===== src/rtl/cm_pkg.sv =====
// Shared definitions for the note source arbiter slice.
// Holds the mode encodings, the rest/default-octave constants, the
// NORMAL/GAP state type and a small helper used to size timers.
package cm_pkg;

    typedef enum logic [2:0] {
        MODE_FIXED         = 3'd0,
        MODE_PRIORITY      = 3'd1,
        MODE_LAST_ACTIVE   = 3'd2,
        MODE_AUTO_OVERRIDE = 3'd3,
        MODE_MUTE          = 3'd4
    } mode_e;

    localparam logic [3:0] REST_NOTE      = 4'd0;
    localparam logic [3:0] DEFAULT_OCTAVE = 4'd4;

    typedef enum logic {
        NORMAL = 1'b0,
        GAP    = 1'b1
    } state_e;

    function automatic int max_int(input int a, input int b);
        return (a > b) ? a : b;
    endfunction

endpackage


===== src/rtl/note_source_arbiter_lowest_set_index.sv =====
// Priority scan: reports the index of the lowest set bit of vec.
// Ports:
//   vec   - input vector of N request bits
//   index - position of the lowest set bit ('0 when none set)
//   found - 1 when at least one bit of vec is set
module lowest_set_index #(
    parameter int N = 4,
    parameter int W = 2
) (
    input  logic [N-1:0] vec,
    output logic [W-1:0] index,
    output logic         found
);

    always_comb begin
        index = '0;
        found = 1'b0;
        for (int unsigned i = 0; i < N; i++) begin
            if (vec[i] && !found) begin
                index = W'(i);
                found = 1'b1;
            end
        end
    end

endmodule


===== src/rtl/note_source_arbiter.sv =====
// Note source arbiter: selects one of N_SRC player channels or the auto-play
// score channel and drives the buzzer path (note/octave), the scoring path
// (input_note/input_octave) and the 7-segment octave field. All outputs are
// registered. A mode change inserts a muted gap of GAP_TICKS tick strobes.
// Ports:
//   clk, rst          - clock, asynchronous active-high reset
//   tick              - 1 ms single-cycle strobe
//   mode, sel         - operating mode, FIXED-mode channel index
//   src_note/octave   - packed per-channel note/octave, channel i at [4i+3:4i]
//   src_press         - per-channel keypress pulses
//   auto_note/octave  - score channel
//   note, octave      - to pitch_generator
//   input_note/octave - to game_statistics
//   active_src/valid  - selected player channel and its validity
//   override          - timed player override active
//   octave_display    - {channel+1, octave} display field
module note_source_arbiter
    import cm_pkg::*;
#(
    parameter int N_SRC      = 4,
    parameter int SEL_W      = 2,
    parameter int HOLD_TICKS = 500,
    parameter int GAP_TICKS  = 20
) (
    input  logic                 clk,
    input  logic                 rst,
    input  logic                 tick,
    input  logic [2:0]           mode,
    input  logic [SEL_W-1:0]     sel,
    input  logic [4*N_SRC-1:0]   src_note,
    input  logic [4*N_SRC-1:0]   src_octave,
    input  logic [N_SRC-1:0]     src_press,
    input  logic [3:0]           auto_note,
    input  logic [3:0]           auto_octave,
    output logic [3:0]           note,
    output logic [3:0]           octave,
    output logic [3:0]           input_note,
    output logic [3:0]           input_octave,
    output logic [SEL_W-1:0]     active_src,
    output logic                 active_valid,
    output logic                 override,
    output logic [7:0]           octave_display
);

    localparam int TMR_MAX = max_int(max_int(HOLD_TICKS, GAP_TICKS), 1);
    localparam int TMR_W   = $clog2(TMR_MAX + 1);
    localparam logic [TMR_W-1:0] HOLD_LOAD = TMR_W'(HOLD_TICKS);
    localparam logic [TMR_W-1:0] GAP_LOAD  = TMR_W'(GAP_TICKS);

    state_e             state_q, state_d;
    logic [2:0]         mode_q;
    logic [TMR_W-1:0]   gap_cnt_q, gap_cnt_d;
    logic [TMR_W-1:0]   ovr_cnt_q, ovr_cnt_d;
    logic [SEL_W-1:0]   ovr_idx_q, ovr_idx_d;
    logic [SEL_W-1:0]   last_idx_q, last_idx_d;
    logic               seen_q, seen_d;
    logic               ovr_d;

    logic [N_SRC-1:0]   active_mask;
    logic [SEL_W-1:0]   prio_idx, press_idx;
    logic               prio_found, press_found;

    logic [SEL_W-1:0]   pick;
    logic               use_chan, use_auto, blank;
    logic               valid_d;
    logic [SEL_W-1:0]   src_d;
    logic [3:0]         ch_note, ch_octave;
    logic [3:0]         note_d, octave_d, in_note_d, in_octave_d;
    logic [SEL_W-1:0]   src_inc;
    logic [SEL_W+3:0]   src_inc_ext;
    logic [7:0]         display_d;

    always_comb begin
        active_mask = '0;
        for (int unsigned i = 0; i < N_SRC; i++) begin
            active_mask[i] = (src_note[4*i +: 4] != REST_NOTE);
        end
    end

    lowest_set_index #(.N(N_SRC), .W(SEL_W)) u_prio_scan (
        .vec   (active_mask),
        .index (prio_idx),
        .found (prio_found)
    );

    lowest_set_index #(.N(N_SRC), .W(SEL_W)) u_press_scan (
        .vec   (src_press),
        .index (press_idx),
        .found (press_found)
    );

    // Next-state, timers and channel selection. Output registers are loaded
    // from the post-update state so every input reaches the outputs in 1 clk.
    always_comb begin
        state_d    = state_q;
        gap_cnt_d  = gap_cnt_q;
        ovr_cnt_d  = ovr_cnt_q;
        ovr_idx_d  = ovr_idx_q;
        ovr_d      = override;
        last_idx_d = last_idx_q;
        seen_d     = seen_q;
        pick       = '0;
        use_chan   = 1'b0;
        use_auto   = 1'b0;
        blank      = 1'b0;
        valid_d    = 1'b0;
        src_d      = active_src;

        if (press_found) begin
            last_idx_d = press_idx;
            seen_d     = 1'b1;
        end

        if ((GAP_TICKS > 0) && (mode != mode_q)) begin
            state_d   = GAP;
            gap_cnt_d = GAP_LOAD;
        end else if ((state_q == GAP) && tick) begin
            gap_cnt_d = (gap_cnt_q == '0) ? '0 : gap_cnt_q - 1'b1;
            if (gap_cnt_d == '0) begin
                state_d = NORMAL;
            end
        end

        // A press on the expiry tick takes the reload branch, so override holds.
        if ((state_d == GAP) || (mode != MODE_AUTO_OVERRIDE)) begin
            ovr_d     = 1'b0;
            ovr_cnt_d = '0;
        end else if (press_found) begin
            ovr_d     = 1'b1;
            ovr_idx_d = press_idx;
            ovr_cnt_d = HOLD_LOAD;
        end else if (override && tick) begin
            ovr_cnt_d = (ovr_cnt_q == '0) ? '0 : ovr_cnt_q - 1'b1;
            if (ovr_cnt_d == '0) begin
                ovr_d = 1'b0;
            end
        end

        if (state_d == GAP) begin
            blank = 1'b1;
        end else begin
            case (mode)
                MODE_FIXED: begin
                    if ({1'b0, sel} < (SEL_W+1)'(N_SRC)) begin
                        pick     = sel;
                        use_chan = 1'b1;
                        valid_d  = 1'b1;
                        src_d    = sel;
                    end
                end
                MODE_PRIORITY: begin
                    if (prio_found) begin
                        pick     = prio_idx;
                        use_chan = 1'b1;
                        valid_d  = 1'b1;
                        src_d    = prio_idx;
                    end
                end
                MODE_LAST_ACTIVE: begin
                    pick     = last_idx_d;
                    use_chan = 1'b1;
                    valid_d  = seen_d;
                    src_d    = last_idx_d;
                end
                MODE_AUTO_OVERRIDE: begin
                    if (ovr_d) begin
                        pick     = ovr_idx_d;
                        use_chan = 1'b1;
                        valid_d  = 1'b1;
                        src_d    = ovr_idx_d;
                    end else begin
                        use_auto = 1'b1;
                    end
                end
                default: blank = 1'b1;
            endcase
        end
    end

    always_comb begin
        ch_note   = REST_NOTE;
        ch_octave = DEFAULT_OCTAVE;
        for (int unsigned i = 0; i < N_SRC; i++) begin
            if (pick == SEL_W'(i)) begin
                ch_note   = src_note[4*i +: 4];
                ch_octave = src_octave[4*i +: 4];
            end
        end
    end

    always_comb begin
        note_d      = REST_NOTE;
        octave_d    = DEFAULT_OCTAVE;
        in_note_d   = REST_NOTE;
        in_octave_d = DEFAULT_OCTAVE;
        if (use_chan) begin
            note_d      = ch_note;
            octave_d    = ch_octave;
            in_note_d   = ch_note;
            in_octave_d = ch_octave;
        end else if (use_auto) begin
            note_d      = auto_note;
            octave_d    = auto_octave;
            in_octave_d = auto_octave;
        end

        // Channel number wraps in SEL_W bits, then is fitted to the 4-bit digit.
        src_inc     = src_d + 1'b1;
        src_inc_ext = {4'b0000, src_inc};
        if (blank) begin
            display_d = 8'h00;
        end else if (valid_d) begin
            display_d = {src_inc_ext[3:0], octave_d};
        end else begin
            display_d = {4'h0, octave_d};
        end
    end

    always_ff @(posedge clk or posedge rst) begin
        if (rst) begin
            state_q        <= NORMAL;
            mode_q         <= MODE_FIXED;
            gap_cnt_q      <= '0;
            ovr_cnt_q      <= '0;
            ovr_idx_q      <= '0;
            last_idx_q     <= '0;
            seen_q         <= 1'b0;
            note           <= REST_NOTE;
            octave         <= DEFAULT_OCTAVE;
            input_note     <= REST_NOTE;
            input_octave   <= DEFAULT_OCTAVE;
            active_src     <= '0;
            active_valid   <= 1'b0;
            override       <= 1'b0;
            octave_display <= 8'h00;
        end else begin
            state_q        <= state_d;
            mode_q         <= mode;
            gap_cnt_q      <= gap_cnt_d;
            ovr_cnt_q      <= ovr_cnt_d;
            ovr_idx_q      <= ovr_idx_d;
            last_idx_q     <= last_idx_d;
            seen_q         <= seen_d;
            note           <= note_d;
            octave         <= octave_d;
            input_note     <= in_note_d;
            input_octave   <= in_octave_d;
            active_src     <= src_d;
            active_valid   <= valid_d;
            override       <= ovr_d;
            octave_display <= display_d;
        end
    end

endmodule


===== config.mk =====
export PLATFORM = sky130hd
export DESIGN_NAME = note_source_arbiter
export DESIGN_NICKNAME = d
export VERILOG_FILES = /design/src/rtl/cm_pkg.sv /design/src/rtl/note_source_arbiter_lowest_set_index.sv /design/src/rtl/note_source_arbiter.sv
export SDC_FILE = /design/constraint.sdc
export NUM_CORES = 1
export LEC_CHECK = 0
export BUFFER_PORTS_ARGS = -buffer_cell sky130_fd_sc_hd__buf_2
export CAP_MARGIN = 15
export CORE_MARGIN = 2
export CORE_UTILIZATION = 40
export CTS_BUF_LIST = sky130_fd_sc_hd__clkbuf_4 sky130_fd_sc_hd__clkbuf_8
export DETAILED_ROUTE_END_ITERATION = 16
export PLACE_DENSITY = 0.75
export REMOVE_ABC_BUFFERS = 1
export SETUP_SLACK_MARGIN = 0.02
export SLEW_MARGIN = 25
export SYNTH_ARGS = -nofsm -noshare
export SYNTH_HDL_FRONTEND = slang
export SYNTH_SLANG_ARGS = --single-unit

===== constraint.sdc =====
create_clock -name clk -period 4.9 [get_ports clk]
set_clock_uncertainty 0.15 [all_clocks]
set_input_delay 0.245 -clock clk [delete_from_list [all_inputs] [get_ports clk]]
set_output_delay 0.245 -clock clk [all_outputs]
set_load 0.01 [all_outputs]

# After elaboration in Yosys (flattened, before gate mapping)
# Index checks and enable logic that the tools add are counted.
[op_classes]
add_sub_neg = 3
n_eq_ne = 8
muxes = 66
reduce_logical = 29
[op_table]
columns = ["cell", "n"]
rows = [
  ["9-bit 2-to-1 mux", 7],
  ["4-bit 2-to-1 mux", 13],
  ["9-bit zero test", 4],
  ["1-bit 2-to-1 mux", 27],
  ["2-bit 2-to-1 mux", 13],
  ["9-bit by 1-bit subtractor with 9-bit output, second input constant", 2],
  ["2-bit one-hot mux with 4 select lines", 2],
  ["4-bit nonzero test", 4],
  ["6-bit 2-to-1 mux", 2],
  ["1-bit logical AND", 8],
  ["3-bit by 2-bit == test with 1-bit output, second input constant", 2],
  ["1-bit zero test", 6],
  ["2-bit == test, second input constant", 2],
  ["1-bit one-hot mux with 4 select lines", 1],
  ["4-bit OR reduction", 1],
  ["3-bit by 1-bit == test with 1-bit output, second input constant", 1],
  ["3-bit zero test", 1],
  ["3-bit by 2-bit != test with 1-bit output, second input constant", 1],
  ["3-bit != test", 1],
  ["1-bit one-hot mux with 3 select lines", 1],
  ["3-bit nonzero test", 1],
  ["2-bit by 1-bit adder with 2-bit output, second input constant", 1],
  ["2-bit by 1-bit == test with 1-bit output, second input constant", 1],
  ["2-bit zero test", 1],
  ["other kinds (3)", 3],
]
[totals]
ff_bits = 51
wordCells = 120

# Depth between registers and ports, before layout
# Gate-level depths: netlist of the first run.
[logic_depth]
word_depth = 23
ltp_mapped = 13

# Cells and area by module
# A second synthesis of the first run with hierarchy kept.
[hier_totals]
cells_unflattened = 338
hier_area_um2 = 3074.2
[by_module_without_submodules]
columns = ["module", "instances", "cells_per_inst", "area_per_inst_um2", "seq_area_each_um2"]
rows = [
  ["note_source_arbiter", 1, 324, 3004.1, 1227.4],
  ["lowest_set_index", 2, 7, 35.0, 0.0],
]

# Worst setup path after synthesis of the first run
# No wires, ideal clock.
[synth_path]
kind = "register to register"
from = "register gap_cnt_q[0]"
to = "register octave_display[2]"
setup_ps = 142
arrival_time_ps = 3161
setup_slack_ps = 1447
stages_incl_launch_ff = 13
synth_period_minus_slack_ps = 3453
cell_sequence = "dfrtp_1 -> inv_1 -> ha_1 -> clkbuf_1 -> inv_1 -> or4_4 -> a2111oi_2 -> o22ai_1 -> or4_4 -> or2_0 -> buf_2 -> o31ai_1 -> a211oi_1"
[synth_via]
elab_chain_len = 19
[synth_lines]
columns = ["element", "line", "text"]
rows = [
  ["start: declaration", "note_source_arbiter.sv:52", "logic [TMR_W-1:0] gap_cnt_q, gap_cnt_d;"],
  ["start signal: assignment", "note_source_arbiter.sv:239", "gap_cnt_q <= gap_cnt_d;"],
  ["9-bit by 1-bit subtractor with 9-bit output or 9-bit zero test (tied branches)", "note_source_arbiter.sv:118", "gap_cnt_d = (gap_cnt_q == '0) ? '0 : gap_cnt_q - 1'b1;"],
  ["9-bit 2-to-1 mux *", "note_source_arbiter.sv:118", ""],
  ["9-bit zero test *", "note_source_arbiter.sv:119", "if (gap_cnt_d == '0) begin"],
  ["1-bit 2-to-1 mux *", "note_source_arbiter.sv:119", ""],
  ["1-bit 2-to-1 mux *", "note_source_arbiter.sv:117", "end else if ((state_q == GAP) && tick) begin"],
  ["1-bit 2-to-1 mux *", "note_source_arbiter.sv:114", "if ((GAP_TICKS > 0) && (mode != mode_q)) begin"],
  ["1-bit logical OR", "note_source_arbiter.sv:125", "if ((state_d == GAP) || (mode != MODE_AUTO_OVERRIDE)) begin"],
  ["2-bit 2-to-1 mux or 1-bit 2-to-1 mux (tied branches)", "note_source_arbiter.sv:125", ""],
  ["2-bit 2-to-1 mux", "note_source_arbiter.sv:166", "if (ovr_d) begin"],
  ["2-bit one-hot mux with 4 select lines", "note_source_arbiter.sv:142", "case (mode)"],
  ["2-bit 2-to-1 mux", "note_source_arbiter.sv:139", "if (state_d == GAP) begin"],
  ["2-bit zero test", "note_source_arbiter.sv:184", "if (pick == SEL_W'(i)) begin"],
  ["4-bit 2-to-1 mux (4 in a row)", "note_source_arbiter.sv:184", ""],
  ["4-bit 2-to-1 mux", "note_source_arbiter.sv:196", "if (use_chan) begin"],
  ["6-bit 2-to-1 mux", "note_source_arbiter.sv:212", "end else if (valid_d) begin"],
  ["6-bit 2-to-1 mux *", "note_source_arbiter.sv:210", "if (blank) begin"],
  ["via display_d[2]", "note_source_arbiter.sv:71", "logic [7:0] display_d;"],
  ["end signal: assignment", "note_source_arbiter.sv:251", "octave_display <= display_d;"],
  ["end: declaration", "note_source_arbiter.sv:42", "output logic [7:0] octave_display"],
]
# The timed path passes the listed nets; every way through them passes the cells marked *.
# A chain may end at the register's enable or synchronous reset.

# Worst setup path after layout of the first run
[layout_path]
from = "register ovr_cnt_q[0]"
to = "register octave_display[1]"
[layout_via]
elab_chain_len = 18
[layout_lines]
columns = ["element", "line", "text"]
rows = [
  ["start: declaration", "note_source_arbiter.sv:53", "logic [TMR_W-1:0] ovr_cnt_q, ovr_cnt_d;"],
  ["start signal: assignment", "note_source_arbiter.sv:240", "ovr_cnt_q <= ovr_cnt_d;"],
  ["9-bit by 1-bit subtractor with 9-bit output or 9-bit zero test (tied branches)", "note_source_arbiter.sv:133", "ovr_cnt_d = (ovr_cnt_q == '0) ? '0 : ovr_cnt_q - 1'b1;"],
  ["9-bit 2-to-1 mux *", "note_source_arbiter.sv:133", ""],
  ["9-bit zero test *", "note_source_arbiter.sv:134", "if (ovr_cnt_d == '0) begin"],
  ["1-bit 2-to-1 mux *", "note_source_arbiter.sv:134", ""],
  ["1-bit 2-to-1 mux *", "note_source_arbiter.sv:132", "end else if (override && tick) begin"],
  ["1-bit 2-to-1 mux *", "note_source_arbiter.sv:128", "end else if (press_found) begin"],
  ["1-bit 2-to-1 mux *", "note_source_arbiter.sv:125", ""],
  ["2-bit 2-to-1 mux", "note_source_arbiter.sv:166", ""],
  ["2-bit one-hot mux with 4 select lines", "note_source_arbiter.sv:142", ""],
  ["2-bit 2-to-1 mux", "note_source_arbiter.sv:139", ""],
  ["2-bit zero test", "note_source_arbiter.sv:184", ""],
  ["4-bit 2-to-1 mux (4 in a row)", "note_source_arbiter.sv:184", ""],
  ["4-bit 2-to-1 mux *", "note_source_arbiter.sv:196", ""],
  ["6-bit 2-to-1 mux *", "note_source_arbiter.sv:212", ""],
  ["6-bit 2-to-1 mux *", "note_source_arbiter.sv:210", ""],
  ["via display_d[1]", "note_source_arbiter.sv:71", ""],
]
# Marks and branches as above.

==> results of run 1 <==
==> final timing paths <==
path	start	to
setup / recovery	ovr_cnt_q[0]	octave_display[1]
hold / removal	auto_octave[0]	octave_display[0]
setup reg to reg	ovr_cnt_q[0]	octave_display[1]
hold reg to reg	seen_q	seen_q
max in group asynchronous	rst	gap_cnt_q[2]
min in group asynchronous	rst	octave_display[5]
==> power by group through the flow <==
stage	Sequential [mW]	Combinational, mW	Clock, mW
after global placement	0.418	0.0864	0
after global routing	0.411	0.103	0.267
final	0.411	0.0925	0.244
after detailed placement	0.419	0.0883	0
after CTS	0.411	0.0916	0.250
after floorplan	0.418	0.0484	0
==> routing by layer <==
metal | vias to the layer above | wire, µm | track usage, %
li1 | 1363 | - | -
met2 | 115 | 3596 | 31.99
met3 | 16 | 534 | 4.432
met1 | 1334 | 2987 | 23.71
met4 | 0 | 75 | 4.749
met5 | - | 0 | 0
==> area by class of cell <==
type / instances / share of cell area (%)
tap: 99 / 3.545
inverter: 13 / 1.432
clock buffer: 5 / 1.969
clock inverter: 3 / 0.6087
timing repair buffer: 87 / 13.61
multi-input combinational: 248 / 43.72
sequential: 49 / 35.12
==> placed cells by master (no fill, tap or decap), types with 3 or more instances in the layout <==
master	count
a21oi_1	27
xnor2_1	5
buf_4	4
or4_1	5
nor3_1	27
nand3_1	4
or3_1	5
dlygate4sd3_1	6
nand3b_1	6
dfrtp_1	48
o31ai_1	14
or2_2	4
buf_2	77
mux2_2	3
nor4_1	7
a31oi_1	4
inv_1	12
and2_1	4
nor2_1	31
a211oi_1	8
clkbuf_8	5
nand2_1	23
o21ai_0	13
nor2b_1	5
nand2b_1	6
==> flip-flops by register name (all words and copies together) (netlist names), 2 cells and up <==
register	count
last_idx_q	2
note	4
active_src	2
gap_cnt_q	9
octave_display	6
mode_q	3
ovr_idx_q	2
ovr_cnt_q	9
input_octave	4
input_note	4
==> critical path, delay by kind of cell (launching register included) <==
kind / cells / cell delay [ns]
compound gates: 4 / 1.30
fa+ha+maj: 1 / 0.20
buf+inv: 2 / 0.32
flops: 1 / 0.45
simple gates: 4 / 1.52
==> cell usage after synthesis (all sizes together) (3+ instances only) <==
cell,number
clkbuf,7
nor3,27
nand3,4
dfrtp,48
or4,7
nor4b,3
inv,13
nor4,7
nand3b,6
a211oi,8
a31oi,5
o31ai,15
buf,12
and2,4
nor3b,3
o21ai,13
or3,8
or2,5
nand2b,6
a21oi,27
mux2,3
xnor2,5
nor2,31
nand2,23
nor2b,5
==> metrics by stage <==
stage               area (µm²)  instances
detailed placement        3343        490
CTS                       3483        503
global placement          3343        490
global route              3495        504
finish                    3495        504
floorplan                 2798        310
==> cells by family after synthesis <==
logic type	count (synthesis)	synth area share [%]
compound gates	89	20.61
xor+xnor	5	1.506
fa+ha+maj	2	0.8604
buf+inv	32	5.594
flops	49	42.21
mux	5	1.850
other cells	1	0.1290
simple gates	145	27.24
==> qor.txt, run 1 <==
register area share after synthesis - 42.21%
drt total wl - 7194 µm
crit-path max FO - 9
ANT nets after route - 0
switching pwr - 0.1987 mW
VDD IR max - 0.1052 mV
final hold vios - 0
final setup violation count - 0
Worst Path Arrival - 4.09 ns
synth top area cells - dfrtp_1, a21oi_1, nor3_1
ANT cells - 0
achievable clock frequency - 246.9 MHz
worst min path class - input pin to register
grt total ovfl - 0
top_reg_cell synth - dfrtp_1
R2R setup slack - 0.85 ns
Pint - 0.5482 mW
worst hold slack - 0.01181 ns
H-tree lvl count - 2
final setup margin - 0.8490 ns
switching share of power - 26.60%
number of global-route vias before repair - 2,634
Die Height - 89.26 µm
worst rel slew slack - 45.59%
HPWL after DPL - 5360 µm
RSZ-0062 raised after global routing - no
Clock Sinks - 49
DRC viols - 0
pwr dens - 213.7 nW/µm²
average cell area after synthesis - 8.865 µm²
area of the core - 7137 µm²
critical path class - register to register
sequential cell fraction of total power - 55.0%
largest net degree at the start of global routing - 50
layout cells sized above 1 - 27.90%
antenna violations before repair - 0
Bufs on Longest Clock Path - 2
Required @ worst endpoint - 4.94 ns
CTS tree - done
Async SR Flop Fraction - 100.0%
TritonRoute pass-1 iters - 4
fillers - 680
CTS buffer count - 5
synth-to-layout area growth - 20.18%
First DRT Iteration DRCs - 187
Netlist cell types - 60
synth warn - 0
DR vias - 2,828
top cell type's share of synthesized area - 41.31%
Slowest cell on crit path - a2111oi_1
Mapped Area - 2908 µm²
via/cell ratio - 5.611
post-route minimum period - 4.051 ns
clock share of power - 32.6%
dpl ws - 0.9350 ns
first-pass GRT wire length - 11,680 µm
Worst-path clk slew - 0.10 ns
leakage power - 1.552 nW
Resized cells post-CTS - 0
Final GP Congestion - 0.8683
setup repair bufs after CTS - 0
Nets - 458
#FFs+latches synth - 49
worst-skew pair later-pin latency - 0.30 ns
TNS Setup - 0 ns
I/O pin total - 80
I/O Buffers - 77
CP startpoint kind - register
EDFF count, synth - 0
num rows - 31
post-DR wirelength/cell - 14.27 µm
footprint of the multi-input gates - 1528 µm²
die area - 7967 µm²
r2r worst-path depth - 11
Final Max Tran Viols - 0
worst hold stages - 3
root buffer cell - clkbuf_8
Core Util, Final - 48.97%
Critical Path Sink Type - register
Tightest Pin Transition - 0.8151 ns
leading area contributor after synthesis - dfrtp_1
Cell Chain, Critical Path - inv_1 -> ha_1 -> nor4b_1 -> nor3b_2 -> o2111a_1 -> a21oi_1 -> a2111oi_1 -> or2_0 -> buf_4 -> o2bb2ai_1 -> nor3_1
status - finished clean
Initial Util - 40.74%
synthesized instance count - 328
slowest stage delay, CP - 0.72 ns
register area - 1227 µm²
period utilisation layout - 82.67%
total of max-cap violations - 0
Design Power - 0.7469 mW
Die Wd - 89.26 µm
total track usage - 18.64%
combinational group share of total power - 12.4%
hold buffer count at cts - 5
Note: power is estimated with default switching activity, not from simulation.
==> run 2, diff against run 1 <==
clock period = 4.2 ns   (was 4.9 ns; I/O delays follow)
==> run 2 against run 1 <==
Utilization is 0.79 points higher. Register-to-register slack worse by 0.50 ns. Worst hold slack better by 0.0045 ns. Power up 17%. Routed wire length grew 0.92%. Global-route usage grew 0.78 points. Sequential cell count stayed put. Critical path depth increased by 1. Largest cell class unchanged. Largest power group unchanged.
==> qor.txt, run 2 (synthesis gave the netlist of run 1 again) <==
critical path class - register to register (unchanged)
number of global-route vias before repair - 2,702 (was 2,634)
TritonRoute pass-1 iters - 5 (was 4)
CTS tree - done (unchanged)
Initial Util - 40.74% (unchanged)
hold endpoint - last_idx_q[1] (was octave_display[0])
Die Height - 89.26 µm (unchanged)
Core Util, Final - 49.75% (was 48.97%)
achievable clock frequency - 259.5 MHz (was 246.9 MHz)
Critical Path Most Common Cell - buf_4
CP startpoint kind - register (unchanged)
first-pass GRT wire length - 12,190 µm (was 11,680 µm)
post-route minimum period - 3.854 ns (was 4.051 ns)
root buffer cell - clkbuf_8 (unchanged)
final setup violation count - 0 (unchanged)
total track usage - 19.43% (was 18.64%)
most frequent cells in the layout - buf_2, dfrtp_1, nor2_1, nor3_1, a21oi_1 (unchanged)
grt total ovfl - 0 (unchanged)
status - finished clean (unchanged)
setup repair bufs after CTS - 0 (unchanged)
reg2reg end - octave_display[2] (was octave_display[1])
R2R setup slack - 0.35 ns (was 0.85 ns)
r2r worst-path depth - 12 (was 11)
Required @ worst endpoint - 4.26 ns (was 4.94 ns)
Final GP Congestion - 0.8319 (was 0.8683)
Die Wd - 89.26 µm (unchanged)
ANT nets after route - 0 (unchanged)
Hold Crit Start - src_press[1] (was auto_octave[0])
synth-to-layout area growth - 22.12% (was 20.18%)
RSZ-0062 raised after global routing - no (unchanged)
commonest non-fill, non-tap cell in the layout - buf_2 (unchanged)
area of the core - 7137 µm² (unchanged)
Cell Chain, Critical Path - inv_1 -> ha_1 -> nor4b_1 -> nor3b_2 -> o2111a_1 -> a21oi_1 -> a2111oi_1 -> buf_4 -> or2_0 -> buf_4 -> o31ai_1 -> a211oi_1 (was inv_1 -> ha_1 -> nor4b_1 -> nor3b_2 -> o2111a_1 -> a21oi_1 -> a2111oi_1 -> or2_0 -> buf_4 -> o2bb2ai_1 -> nor3_1)
worst-skew pair later-pin latency - 0.30 ns (about the same)
layout cells sized above 1 - 27.74% (was 27.90%)
DR vias - 2,832 (was 2,828)
VDD IR max - 0.1218 mV (was 0.1052 mV)
Worst Path Arrival - 3.91 ns (was 4.09 ns)
pwr dens - 245.8 nW/µm² (was 213.7 nW/µm²)
Final Max Tran Viols - 0 (unchanged)
I/O Buffers - 77 (unchanged)
Bufs on Longest Clock Path - 2 (unchanged)
antenna violations before repair - 0 (unchanged)
fillers - 708 (was 680)
total of max-cap violations - 0 (unchanged)
via/cell ratio - 5.553 (was 5.611)
worst rel slew slack - 44.65% (was 45.59%)
r2r startpoint - ovr_cnt_q[0] (unchanged)
period utilisation layout - 91.75% (was 82.67%)
final hold vios - 0 (unchanged)
Critical Path Sink Type - register (unchanged)
num rows - 31 (unchanged)
CTS buffer count - 5 (unchanged)
die area - 7967 µm² (unchanged)
TNS Setup - 0 ns (unchanged)
slowest stage delay, CP - 0.58 ns (was 0.72 ns)
Slowest cell on crit path - a2111oi_1 (unchanged)
Clock Sinks - 49 (unchanged)
drt total wl - 7260 µm (was 7194 µm)
DRC viols - 0 (unchanged)
I/O pin total - 80 (unchanged)
Resized cells post-CTS - 0 (unchanged)
post-DR wirelength/cell - 14.24 µm (was 14.27 µm)
hold buffer count at cts - 10 (was 5)
crit-path max FO - 14 (was 9)
First DRT Iteration DRCs - 138 (was 187)
worst hold stages - 2 (was 3)
Nets - 464 (was 458)
ANT cells - 0 (unchanged)
leakage power - 1.583 nW (was 1.552 nW)
Worst-path clk slew - 0.09 ns (was 0.10 ns)
Tightest Pin Transition - 0.8293 ns (was 0.8151 ns)
largest registers - gap_cnt_q: 9 flops, ovr_cnt_q: 9 flops, octave_display: 6 flops (unchanged)
largest net degree at the start of global routing - 50 (unchanged)
worst min path class - input pin to register (unchanged)
HPWL after DPL - 5350 µm (was 5360 µm)
H-tree lvl count - 2 (unchanged)
## run 2: cell types whose count changed in the layout (fill, tap and decap cells not counted)
cell and change:
buf_4 +1, clkbuf_4 +2, clkinvlp_4 -1, dlygate4sd3_1 +5, inv_6 -1
## run 2: worst max-delay path, delay by kind of cell (launching register included)
kind	cells	cell delay, ns
fa+ha+maj	1	0.21
flops	1	0.44
simple gates	3	1.08
compound gates	5	1.39
buf+inv	3	0.50
## run 2: layout make-up
cell class	count	area (µm²)	area share [%]
flip-flops and latches	49	1227	34.57
inverters	13	50.05	1.409
well taps	99	123.9	3.488
multi-input cells	248	1528	43.02
clock inverters	1	5.005	0.1409
repair buffers	93	533.0	15.01
clock buffers	7	83.83	2.361
## run 2: report_power, final
part / switching (mW) / total (mW) / leakage, nW / internal (mW)
clock: 0.151 / 0.281 / 0.0491 / 0.130
sequential: 0.00359 / 0.479 / 0.651 / 0.476
combinational: 0.0633 / 0.112 / 0.883 / 0.0490
total: 0.218 / 0.873 / 1.58 / 0.655
## run 2: stage by stage
step	instances	setup WS [ns]	hold WS [ns]	cell area [µm²]	power (mW)
2_1_floorplan	310	0.2433	0.09143	2798	0.5442
3_3_place_gp	491	0.6121	0.2456	3351	0.5896
3_5_place_dp	491	0.4823	0.2453	3351	0.5919
4_1_cts	509	0.4147	0.007516	3540	0.8769
5_1_grt	510	0.04863	0.02247	3551	0.9083
6_report	510	0.3464	0.01634	3551	0.8728
## run 2: layer usage
| metal | track usage (%) | vias to the layer above | share of wire [%] |
|---|---|---|---|
| met2 | 34.68 | 100 | 51 |
| li1 | - | 1367 | - |
| met4 | 6.106 | 0 | 1.6 |
| met5 | 0 | - | 0 |
| met3 | 4.063 | 13 | 6.2 |
| met1 | 23.41 | 1352 | 41 |
## run 2: worst max-delay path by stage
stage / start / endpoint / slack (ns) / cells after the start
5_1_grt: ovr_cnt_q[0] / octave_display[2] / 0.05 / 12
3_5_place_dp: ovr_cnt_q[0] / octave_display[2] / 0.48 / 12
6_report: ovr_cnt_q[0] / octave_display[2] / 0.35 / 12
3_3_place_gp: ovr_cnt_q[0] / octave_display[2] / 0.61 / 12
2_1_floorplan: ovr_cnt_q[0] / octave_display[2] / 0.24 / 10
4_1_cts: ovr_cnt_q[0] / octave_display[2] / 0.41 / 12
==> run 3, diff against run 2 <==
PLACE_DENSITY = default   (was 0.75)
PLACE_DENSITY_LB_ADDON = 0.25   (was default)
==> run 3 against run 2 <==
Via count decreased by 1.5%. Routed wire length grew 1.7%. Sequential power barely moved. Register-to-register slack improved by 0.19 ns. Largest cell class unchanged. Largest power group unchanged. Highest routed layer unchanged.
==> qor.txt, run 3 (synthesis gave the netlist of run 1 again) <==
I/O pin total - 80 (unchanged)
DR vias - 2,789 (was 2,832)
synth-to-layout area growth - 22.38% (was 22.12%)
Pint - 0.6624 mW (was 0.6547 mW)
Initial Util - 40.74% (unchanged)
sequential cell fraction of total power - 54.5% (was 54.9%)
area of the core - 7137 µm² (unchanged)
num rows - 31 (unchanged)
Nets - 465 (was 464)
most frequent cells in the layout - buf_2, dfrtp_1, nor2_1, nor3_1, a21oi_1 (unchanged)
largest registers - gap_cnt_q: 9 flops, ovr_cnt_q: 9 flops, octave_display: 6 flops (unchanged)
achievable clock frequency - 272.6 MHz (was 259.5 MHz)
CP startpoint kind - register (unchanged)
die area - 7967 µm² (unchanged)
Final Max Tran Viols - 0 (unchanged)
H-tree lvl count - 2 (unchanged)
I/O Buffers - 77 (unchanged)
final hold vios - 0 (unchanged)
Worst-path clk slew - 0.08 ns (was 0.09 ns)
antenna violations before repair - 0 (unchanged)
CTS buffer count - 5 (unchanged)
grt total ovfl - 0 (unchanged)
clock share of power - 32.7% (was 32.2%)
total of max-cap violations - 0 (unchanged)
pwr dens - 246.9 nW/µm² (was 245.8 nW/µm²)
RSZ-0062 raised after global routing - no (unchanged)
commonest non-fill, non-tap cell in the layout - buf_2 (unchanged)
ANT cells - 0 (unchanged)
first-pass GRT wire length - 12,280 µm (was 12,190 µm)
Design Power - 0.8784 mW (was 0.8728 mW)
worst rel slew slack - 44.07% (was 44.65%)
period utilisation layout - 87.34% (was 91.75%)
layout cells sized above 1 - 28.16% (was 27.74%)
TritonRoute pass-1 iters - 4 (was 5)
Final GP Congestion - 0.8895 (was 0.8319)
Die Wd - 89.26 µm (unchanged)
total track usage - 19.68% (was 19.43%)
Clock Sinks - 49 (unchanged)
largest net degree at the start of global routing - 50 (unchanged)
post-route minimum period - 3.668 ns (was 3.854 ns)
root buffer cell - clkbuf_8 (unchanged)
post-DR wirelength/cell - 14.45 µm (was 14.24 µm)
Tightest Pin Transition - 0.8379 ns (was 0.8293 ns)
critical path class - register to register (unchanged)
DRC viols - 0 (unchanged)
leakage power - 1.588 nW (was 1.583 nW)
combinational group share of total power - 12.8% (was 12.9%)
drt total wl - 7385 µm (was 7260 µm)
VDD IR max - 0.1120 mV (was 0.1218 mV)
CTS tree - done (unchanged)
Slowest cell on crit path - or4_4 (was a2111oi_1)
switching pwr - 0.2161 mW (was 0.2181 mW)
TNS Setup - 0 ns (unchanged)
status - finished clean (unchanged)
ANT nets after route - 0 (unchanged)
Required @ worst endpoint - 4.22 ns (was 4.26 ns)
Bufs on Longest Clock Path - 2 (unchanged)
worst hold slack - 0.02103 ns (was 0.01634 ns)
HPWL after DPL - 5385 µm (was 5350 µm)
Resized cells post-CTS - 0 (unchanged)
crit-path max FO - 8 (was 14)
worst-skew pair later-pin latency - 0.30 ns (about the same)
switching share of power - 24.60% (was 24.99%)
slowest stage delay, CP - 0.57 ns (was 0.58 ns)
Die Height - 89.26 µm (unchanged)
Worst Path Arrival - 3.69 ns (was 3.91 ns)
number of global-route vias before repair - 2,634 (was 2,702)
Critical Path Sink Type - register (unchanged)
Cell Chain, Critical Path - inv_1 -> ha_1 -> inv_1 -> or4_4 -> a2111oi_2 -> o22ai_1 -> or4_4 -> or2_0 -> o31ai_1 -> a211oi_1 (was inv_1 -> ha_1 -> nor4b_1 -> nor3b_2 -> o2111a_1 -> a21oi_1 -> a2111oi_1 -> buf_4 -> or2_0 -> buf_4 -> o31ai_1 -> a211oi_1)
via/cell ratio - 5.458 (was 5.553)
First DRT Iteration DRCs - 138 (unchanged)
final setup violation count - 0 (unchanged)
worst min path class - input pin to register (unchanged)
setup repair bufs after CTS - 0 (unchanged)
run 3: changes by cell type in the layout (fill, tap and decap cells not counted):
cell / before / now
buf_4: 5 / 7
dlygate4sd3_1: 11 / 10
clkinv_2: 2 / 1
clkbuf_4: 2 / 3
run 3: per-layer routing:
metal	vias up	track usage, %	share of wire, %
met5	-	0	0
met4	0	6.377	1.5
met3	10	3.878	5.4
met2	87	33.06	48
met1	1321	25.57	45
li1	1371	-	-
run 3: final timing paths:
kind,startpoint,endpoint,slack [ns],cells past startpoint
setup / recovery,gap_cnt_q[0],octave_display[2],0.53,10
hold / removal,src_press[0],last_idx_q[1],0.02,2
setup reg to reg,gap_cnt_q[0],octave_display[2],0.53,10
hold reg to reg,seen_q,seen_q,0.33,1
max in group asynchronous,rst,ovr_cnt_q[0],2.94,3
min in group asynchronous,rst,active_valid,0.44,3
run 3: worst max-delay path: cells and delay by family (launching register included):
| family | cells | cell delay [ns] |
|---|---|---|
| compound gates | 4 | 1.03 |
| fa+ha+maj | 1 | 0.31 |
| simple gates | 3 | 1.46 |
| buf+inv | 2 | 0.15 |
| flops | 1 | 0.44 |
run 3: power by group through the flow:
stage / combinational [mW] / sequential (mW) / clock, mW
global route: 0.127 / 0.480 / 0.314
floorplan: 0.0564 / 0.488 / 0
detailed placement: 0.105 / 0.489 / 0
finish: 0.112 / 0.479 / 0.287
global placement: 0.105 / 0.488 / 0
CTS: 0.112 / 0.479 / 0.298
run 3: final cells by class:
class,count,area (µm²)
Multi-Input combinational cell,248,1528
Sequential cell,49,1227
Timing Repair Buffer,94,538.0
Clock buffer,8,91.34
Tap cell,99,123.9
Fill cell,715,3578
Inverter,13,50.05
run 3: per-stage QoR:
step / std cells / worst slack, ns / area [µm²] / utilization (%)
after detailed placement: 493 / 0.5241 / 3366 / 47.16
after floorplan: 310 / 0.2433 / 2798 / -
after global placement: 493 / 0.6285 / 3366 / 47.16
after CTS: 510 / 0.5064 / 3547 / 49.70
after global routing: 511 / 0.2914 / 3558 / 49.86
final: 511 / 0.5316 / 3558 / 49.86
run 3: timing repair:
| action | 4_1_cts | 5_1_grt |
|---|---|---|
| setup endpoints to repair | 0 | 0 |
| endpoints found under the hold margin | 11 | 48 |
| hold buffers | 9 | 1 |
